===== config.mk =====
export PLATFORM = sky130hd
export DESIGN_NAME = pipe_stage_reg
export DESIGN_NICKNAME = d
export VERILOG_FILES = /design/src/rtl/pipe_stage_reg.sv
export SDC_FILE = /design/constraint.sdc
export NUM_CORES = 1
export LEC_CHECK = 0
export BUFFER_PORTS_ARGS = -buffer_cell sky130_fd_sc_hd__buf_4
export CELL_PAD_IN_SITES_DETAIL_PLACEMENT = 1
export CELL_PAD_IN_SITES_GLOBAL_PLACEMENT = 2
export CORE_MARGIN = 1.5
export CORE_UTILIZATION = 23
export DETAILED_ROUTE_END_ITERATION = 8
export GPL_TIMING_DRIVEN = 0
export PLACE_DENSITY = 0.78
export SETUP_SLACK_MARGIN = 0.05
export SLEW_MARGIN = 25
export SYNTH_ARGS = -nofsm -noshare
export SYNTH_HDL_FRONTEND = slang
export SYNTH_SLANG_ARGS = --single-unit

===== constraint.sdc =====
create_clock -name clk -period 1.75 [get_ports clk]
set_input_delay 0.35 -clock clk [delete_from_list [all_inputs] [get_ports clk]]
set_output_delay 0.35 -clock clk [all_outputs]
set_load 0.01 [all_outputs]

===== src/rtl/pipe_stage_reg.sv =====
// pipe_stage_reg
//   Generic inter-stage pipeline register for the MIPS core. Carries PC, IR,
//   LANES payload lanes, a merged exception code and the delay-slot flag
//   between two stages, with a valid/ready handshake and CP0 flush.
//
//   Optional feature macro: PIPE_SKID_EN
//     defined   : one-entry skid buffer; in_ready is registered (~skid_valid)
//     undefined : no skid storage; in_ready = ~out_valid | out_ready
//
//   Ports
//     clk, reset      clock, synchronous active-high reset
//     flush, flush_pc CP0 flush request and PC injected into out_pc
//     in_*            upstream handshake and instruction fields
//     stage_exc       exception raised by the upstream stage logic
//     out_*           registered instruction fields and downstream handshake
//     out_has_exc     out_valid & (out_exc != 0)
//     stall_cnt       saturating count of stalled cycles
module pipe_stage_reg #(
  parameter int unsigned           DATA_W   = 32,
  parameter int unsigned           LANES    = 4,
  parameter int unsigned           PC_W     = 32,
  parameter int unsigned           EXC_W    = 5,
  parameter logic [PC_W-1:0]       RESET_PC = PC_W'(32'h0000_3004),
  parameter int unsigned           CNT_W    = 16
) (
  input  logic                     clk,
  input  logic                     reset,
  input  logic                     flush,
  input  logic [PC_W-1:0]          flush_pc,
  input  logic                     in_valid,
  output logic                     in_ready,
  input  logic [PC_W-1:0]          in_pc,
  input  logic [31:0]              in_ir,
  input  logic [LANES*DATA_W-1:0]  in_lanes,
  input  logic [EXC_W-1:0]         in_exc,
  input  logic [EXC_W-1:0]         stage_exc,
  input  logic                     in_bd,
  output logic                     out_valid,
  input  logic                     out_ready,
  output logic [PC_W-1:0]          out_pc,
  output logic [31:0]              out_ir,
  output logic [LANES*DATA_W-1:0]  out_lanes,
  output logic [EXC_W-1:0]         out_exc,
  output logic                     out_bd,
  output logic                     out_has_exc,
  output logic [CNT_W-1:0]         stall_cnt
);

  localparam int unsigned BUS_W = LANES * DATA_W;

  // Earliest exception wins: a code already in flight beats a new one.
  logic [EXC_W-1:0] merged_exc;
  assign merged_exc = (in_exc != '0) ? in_exc : stage_exc;

  logic out_free;
  assign out_free = ~out_valid | out_ready;

  logic             load_en;
  logic             bubble_en;
  logic [PC_W-1:0]  src_pc;
  logic [31:0]      src_ir;
  logic [BUS_W-1:0] src_lanes;
  logic [EXC_W-1:0] src_exc;
  logic             src_bd;

`ifdef PIPE_SKID_EN
  logic             skid_valid;
  logic [PC_W-1:0]  skid_pc;
  logic [31:0]      skid_ir;
  logic [BUS_W-1:0] skid_lanes;
  logic [EXC_W-1:0] skid_exc;
  logic             skid_bd;
  logic             skid_fill;

  assign in_ready = ~skid_valid;

  // A parked entry always drains before new input; in_ready is low while
  // the skid is full, so no input can compete with it.
  assign skid_fill = in_valid & ~skid_valid & ~out_free;

  always_comb begin
    load_en   = out_free & (skid_valid | in_valid);
    bubble_en = out_free & ~skid_valid & ~in_valid;
    if (skid_valid) begin
      src_pc    = skid_pc;
      src_ir    = skid_ir;
      src_lanes = skid_lanes;
      src_exc   = skid_exc;
      src_bd    = skid_bd;
    end else begin
      src_pc    = in_pc;
      src_ir    = in_ir;
      src_lanes = in_lanes;
      src_exc   = merged_exc;
      src_bd    = in_bd;
    end
  end

  always_ff @(posedge clk) begin
    if (reset || flush) begin
      skid_valid <= 1'b0;
      skid_pc    <= '0;
      skid_ir    <= '0;
      skid_lanes <= '0;
      skid_exc   <= '0;
      skid_bd    <= 1'b0;
    end else if (skid_fill) begin
      skid_valid <= 1'b1;
      skid_pc    <= in_pc;
      skid_ir    <= in_ir;
      skid_lanes <= in_lanes;
      skid_exc   <= merged_exc;
      skid_bd    <= in_bd;
    end else if (out_free) begin
      skid_valid <= 1'b0;
    end
  end
`else
  assign in_ready = out_free;

  always_comb begin
    load_en   = out_free & in_valid;
    bubble_en = out_free & ~in_valid;
    src_pc    = in_pc;
    src_ir    = in_ir;
    src_lanes = in_lanes;
    src_exc   = merged_exc;
    src_bd    = in_bd;
  end
`endif

  always_ff @(posedge clk) begin
    if (reset) begin
      out_valid <= 1'b0;
      out_pc    <= RESET_PC;
      out_ir    <= '0;
      out_lanes <= '0;
      out_exc   <= '0;
      out_bd    <= 1'b0;
    end else if (flush) begin
      out_valid <= 1'b0;
      out_pc    <= flush_pc;
      out_ir    <= '0;
      out_lanes <= '0;
      out_exc   <= '0;
      out_bd    <= 1'b0;
    end else if (load_en) begin
      out_valid <= 1'b1;
      out_pc    <= src_pc;
      out_ir    <= src_ir;
      out_lanes <= src_lanes;
      out_exc   <= src_exc;
      out_bd    <= src_bd;
    end else if (bubble_en) begin
      // out_pc is kept so the EPC source stays defined across bubbles.
      out_valid <= 1'b0;
      out_ir    <= '0;
      out_lanes <= '0;
      out_exc   <= '0;
      out_bd    <= 1'b0;
    end
  end

  always_ff @(posedge clk) begin
    if (reset) begin
      stall_cnt <= '0;
    end else if (out_valid && !out_ready && !flush && (stall_cnt != '1)) begin
      stall_cnt <= stall_cnt + 1'b1;
    end
  end

  assign out_has_exc = out_valid & (out_exc != '0);

endmodule


== Word level (Yosys, flattened, before mapping) ==
Cells that the tools add are included.

* Equal/unequal tests: 1
* Reductions and logical operators: 10
* Bitwise operators: 6
* Multipliers: 0
* Divide/modulo/power cells: 0
* Shifts and indexed selects: 0
* Magnitude comparators: 0
* Add/subtract/negate cells: 1
* Mux-type cells: 12

{| class="wikitable"
|+ Operator list
! operator !! count
|-
| $mux W128 || 2
|-
| $mux W32 || 4
|-
| $add A16 B1 Y16 const B || 1
|-
| $ne A16 B16 Y1 const B || 1
|-
| $mux W5 || 3
|-
| $reduce_bool A5 Y1 || 2
|-
| $reduce_bool A2 Y1 || 2
|-
| $and A1 B1 Y1 || 3
|-
| $logic_and A1 B1 Y1 || 3
|-
| $mux W1 || 3
|-
| $logic_not A1 Y1 || 2
|-
| $not A1 Y1 || 2
|-
| $reduce_or A2 Y1 || 1
|-
| $or A1 B1 Y1 || 1
|}

* Bits in latches: 0
* Logic and storage cells: 37
* RAM bits: 0
* Bits of input ports: 240
* Memories: 0
* ROM bits: 0
* Register bits: 215
* Output and inout port bits: 217

== Longest topological paths before layout ==
* Depth in word-level cells: 5
* Mapped depth: 7
* Depth with buffers taken out: 5

== Least setup slack after synthesis ==
Ideal clock, no wire load.

* Kind: register to register
* Start point: register stall_cnt[0]
* End point: register stall_cnt[1]
* Cell stages (with the launch flop): 7
* Setup slack: 0.063 ns
* Arrival time: 1.559 ns
* Data required time: 1.622 ns
* Buffers on the path: 1
* Library setup time: 0.128 ns
* Clock period less this slack: 1.687 ns
* Cell sequence: dfxtp_1 -> ha_1 -> nand3_1 -> o41ai_4 -> buf_6 -> mux2i_1 -> nor2_1

* Cells in the longest elaborated chain, start to end: 2
* Elaborated cells on any way between the ends: 3

{| class="wikitable"
|+ Ends and longest elaborated chain
! item !! RTL line !! text
|-
| start: declaration || 46 || <nowiki>output logic [CNT_W-1:0] stall_cnt</nowiki>
|-
| start signal: assignment || 168 || <nowiki>stall_cnt <= stall_cnt + 1'b1;</nowiki>
|-
| branches (longest 2 deep; another with $add A16 B1 Y16) || -- ||
|}

Several ways; the timed one is not identified.
A chain may end at the register's enable or synchronous reset.

== Final worst setup path ==
* Start point: register out_exc[4]
* End point: output out_has_exc

* Cells in the longest elaborated chain, start to end: 2

{| class="wikitable"
|+ Ends and longest elaborated chain
! item !! RTL line !! text
|-
| start: declaration || 43 || <nowiki>output logic [EXC_W-1:0] out_exc,</nowiki>
|-
| start signal: assignment || 152 || <nowiki>out_exc <= src_exc;</nowiki>
|-
| $reduce_bool A5 Y1 || 172 || <nowiki>assign out_has_exc = out_valid & (out_exc != '0);</nowiki>
|-
| $and A1 B1 Y1 || 172 ||
|-
| end: declaration || 45 || <nowiki>output logic out_has_exc,</nowiki>
|}

No other way between the ends.

==> impl_summary.md <==
Critical path
The worst setup path is launched from a flop. The flop-to-flop setup slack is 50 ps. The biggest fanout along the worst timing path is 2. At the worst endpoint, the required time is 1400 ps. In this run the critical register-to-register path is captured at stall_cnt[15]$_SDFFE_PP0P_.

Counting cells, the worst reg-to-reg path comes to 6. The startpoint of the most critical setup path is out_exc[4]$_SDFFE_PP0P_. In this run the worst setup path terminates at out_has_exc. Data arrives at the worst endpoint at 1680 ps.

The kind of critical path is reg2out. STA classifies the critical path endpoint as an output port. The worst register-to-register path begins at out_valid$_SDFFE_PP0P_.

Synthesis
The synthesized flop and latch total is 215. The synthesized cell area is 8360 µm². The number of nets in the synthesized netlist is 1266. Yosys mapped the design onto 37 distinct sky130hd cell types.

The number of warnings issued by yosys is 0. The top flip-flop cell by instance count after synthesis is dfxtp_1. The share of synthesized area occupied by flip-flops and latches is 0.515. Synthesis produced 1025 cells.

The fraction of registers with async set/reset is 0. Averaged over all synthesized cells, the footprint is 8.16 µm². The number of enable-type register cells in the synthesized netlist is 0.

Clock network
Clock tree synthesis inserted a total of 26 buffers. The clock slew at the register clock pins of the worst setup and hold paths is 60 ps. In this run the number of H-tree levels came out at 1.

The clock tree from TritonCTS is yes. The clock latency on the worst-skew pair is 530 ps. For this design, the sink count on the clock tree is 215.

The deepest clock path buffer count is 3. The clock tree root driver cell is clkbuf_16.

STA
At the pin with the least slew margin, the transition time is 672 ps. Across all setup checks in the final design, the least slack found is -284 ps. Setup repair after global routing could not meet its margin everywhere. The normalized max-slew margin is 0.552. The number of endpoints failing setup at the final stage is 2. The minimum period implied by the final worst setup slack is 2030 ps. The worst hold slack is 92.0 ps. Clock skew on the completed layout was measured at 5.02 ps. The hold violation total from the final report is 0.

Of the available clock period, the critical path in the final layout requires 1.16. In the final timing run, aggregate negative setup slack is -448 ps. The maximum frequency from static timing analysis is 492 MHz. The number of pins exceeding their max-slew limit in the final report came to 0.

Pwr
The leakage power figure is 5.86 nW. The clock group share of total power is 0.448. Of the total power, the share spent switching nets is 0.248. The internal power of the cells totals 0.00909 W. The worst supply voltage drop on vdd is 761 µV. The total power divided by cell area is 890 nW/µm². The sequential power share is 0.426. Of the total power, combinational logic draws 0.125.

The net switching power is 0.00299 W.

Layout
The top cell types in the final layout, fill and taps aside, are 465 x buf_4, 206 x dfxtp_1, 167 x nand2_1. Relative to the synthesized area, the layout overhead comes to 62.3%. The sequential cells in the finished layout cover a total of 4330 µm².

In the final layout, the share of cells above drive strength 1 is 0.394. The library cell used most frequently in the layout, excluding fill and tap cells, is buf_4. The final layout contains 1761 nets. The antenna diode count is 0. After filler insertion, the fill cell instance count of the layout stands at 4314.

The total area of multi-input combinational cells is 3750 µm².

Floorplan
The placeable core region is 35700 µm². The die outline height is 194 µm. The row count is 69.

The width of the die is 194 µm. For this configuration, the core starts out at a cell density of 0.235. The floorplan step defined a die boundary enclosing 37500 µm². The number of ports placed on the die boundary is 457.

Place
Summed over all nets, the half-perimeter wirelength after detailed placement is 29800 µm. The count of buffers inserted at the top-level ports is 455. The congestion estimate from routability-driven global placement came to 0.828.

Global routing
The residual overflow from global routing is 0. The via count of the first global-routing pass was 9943. The number of antenna violations at the first check in global routing came to 0. In the global route stage, overall resource usage came out at 0.200. The first global-routing pass estimated 59200 µm of wire. The pin count of the biggest net entering global routing is 13.

Routing
The first TritonRoute pass finished after 6 iterations. The post-detailed-route wirelength per cell is 19.5 µm. The residual DRC count is 24. The DRC violation total after the first TritonRoute iteration is 301. The routed layout has 9459 vias. Dividing the detail-routed via count by the number of cells gives 4.73. The routed wire length is 39000 µm.

The final antenna-violating net count is 0.

Run
The tool flagged a number of max-cap violations equal to 0.

Outcome
The flow ran to the end, but the final reports show violations. The checks that failed: design-rule violations, negative setup slack.

Min path
The worst hold path class is in2reg.
Yosys cell counts (2+ instances only):
| cell | number | area, µm² |
|---|---|---|
| nor2b_1 | 34 | 213 |
| buf_2 | 24 | 120 |
| or3_1 | 4 | 25.0 |
| dfxtp_1 | 215 | 4300 |
| nand4_1 | 6 | 37.5 |
| and3_1 | 37 | 231 |
| nand3_1 | 167 | 836 |
| clkbuf_1 | 66 | 248 |
| nor3_1 | 31 | 155 |
| a2bb2oi_1 | 5 | 43.8 |
| a211oi_1 | 34 | 255 |
| or4_1 | 6 | 45.0 |
| a21oi_1 | 173 | 866 |
| nor2_1 | 13 | 48.8 |
| o31ai_1 | 5 | 37.5 |
| o21ai_0 | 5 | 25.0 |
| nand2_1 | 168 | 631 |
| inv_1 | 2 | 7.51 |
| a31oi_1 | 5 | 31.3 |
| buf_1 | 7 | 26.3 |
| o21ai_1 | 2 | 10.0 |
timing repair:
| item | 4_1_cts | 5_1_grt |
|---|---|---|
| gates resized for setup | 64 | 59 |
| hold buffers | 0 | 0 |
| setup buffers | 4 | 7 |
| pin swaps | 4 | 15 |
| setup endpoints to repair | 211 | 143 |
| cloned | 0 | 1 |
cell families after synthesis:
kind of cell	synth area share
simple gates	0.271
compound gates	0.159
flops	0.515
buf+inv	0.0507
mux	0.00254
xor+xnor	0.00105
fa+ha+maj	0.00150
critical path, cell delays in order (launching register included):
cell     delay, ps
dfxtp_2        310
or4_1          510
o21a_1         210
buf_6          130
state kept, by name (all words and copies together) (netlist names):
register,count
out_ir,32
out_exc,5
out_pc,32
out_lanes,128
out_valid,1
out_bd,1
stall_cnt,16
how the worst min path moves through the flow:
stage               depth (start not counted)                         end                        from  slack (ps)
global route                                3  out_lanes[32]$_SDFFE_PP0P_                in_lanes[32]          90
floorplan                                   2         out_bd$_SDFFE_PP0P_         out_bd$_SDFFE_PP0P_         480
finish                                      3      out_pc[2]$_SDFFE_PP1P_                 flush_pc[2]          90
global placement                            2  out_lanes[66]$_SDFFE_PP0P_  out_lanes[66]$_SDFFE_PP0P_         440
detailed placement                          2  out_lanes[66]$_SDFFE_PP0P_  out_lanes[66]$_SDFFE_PP0P_         440
CTS                                         3  out_lanes[43]$_SDFFE_PP0P_                in_lanes[43]          70
cell type report:
cell class,count,share of cell area
repair buffers,467,0.260
clock inverters,5,0.00369
multi-input cells,708,0.276
inverters,3,0.00138
well taps,461,0.0425
plain buffers,99,0.0387
clock buffers,42,0.0591
flip-flops and latches,215,0.319
layer usage:
layer,track usage,part of all wire,vias up
met3,0.0550,0.079,60
met2,0.355,0.50,290
met4,0.0607,0.028,0
met1,0.233,0.39,4537
met5,0,0,-
li1,-,-,4572
power groups by stage:
stage                     logic (W)  clock network (W)  registers (W)
after floorplan            0.000499                  0        0.00532
after global placement      0.00148                  0        0.00525
after detailed placement    0.00150                  0        0.00526
after CTS                   0.00153            0.00558        0.00515
after global routing        0.00165            0.00576        0.00516
final                       0.00151            0.00541        0.00515
metrics by stage:
step	cells	total power, W	setup slack (ps)	util	instance area, µm²
after floorplan	1025	0.00582	63.1	-	8360
after CTS	1992	0.0123	-328	0.375	13400
final	2000	0.0121	-284	0.381	13600
after global routing	2000	0.0126	-321	0.381	13600
after detailed placement	1941	0.00676	-594	0.347	12400
after global placement	1941	0.00674	-583	0.347	12400
Power figures use the tool's default switching activity.
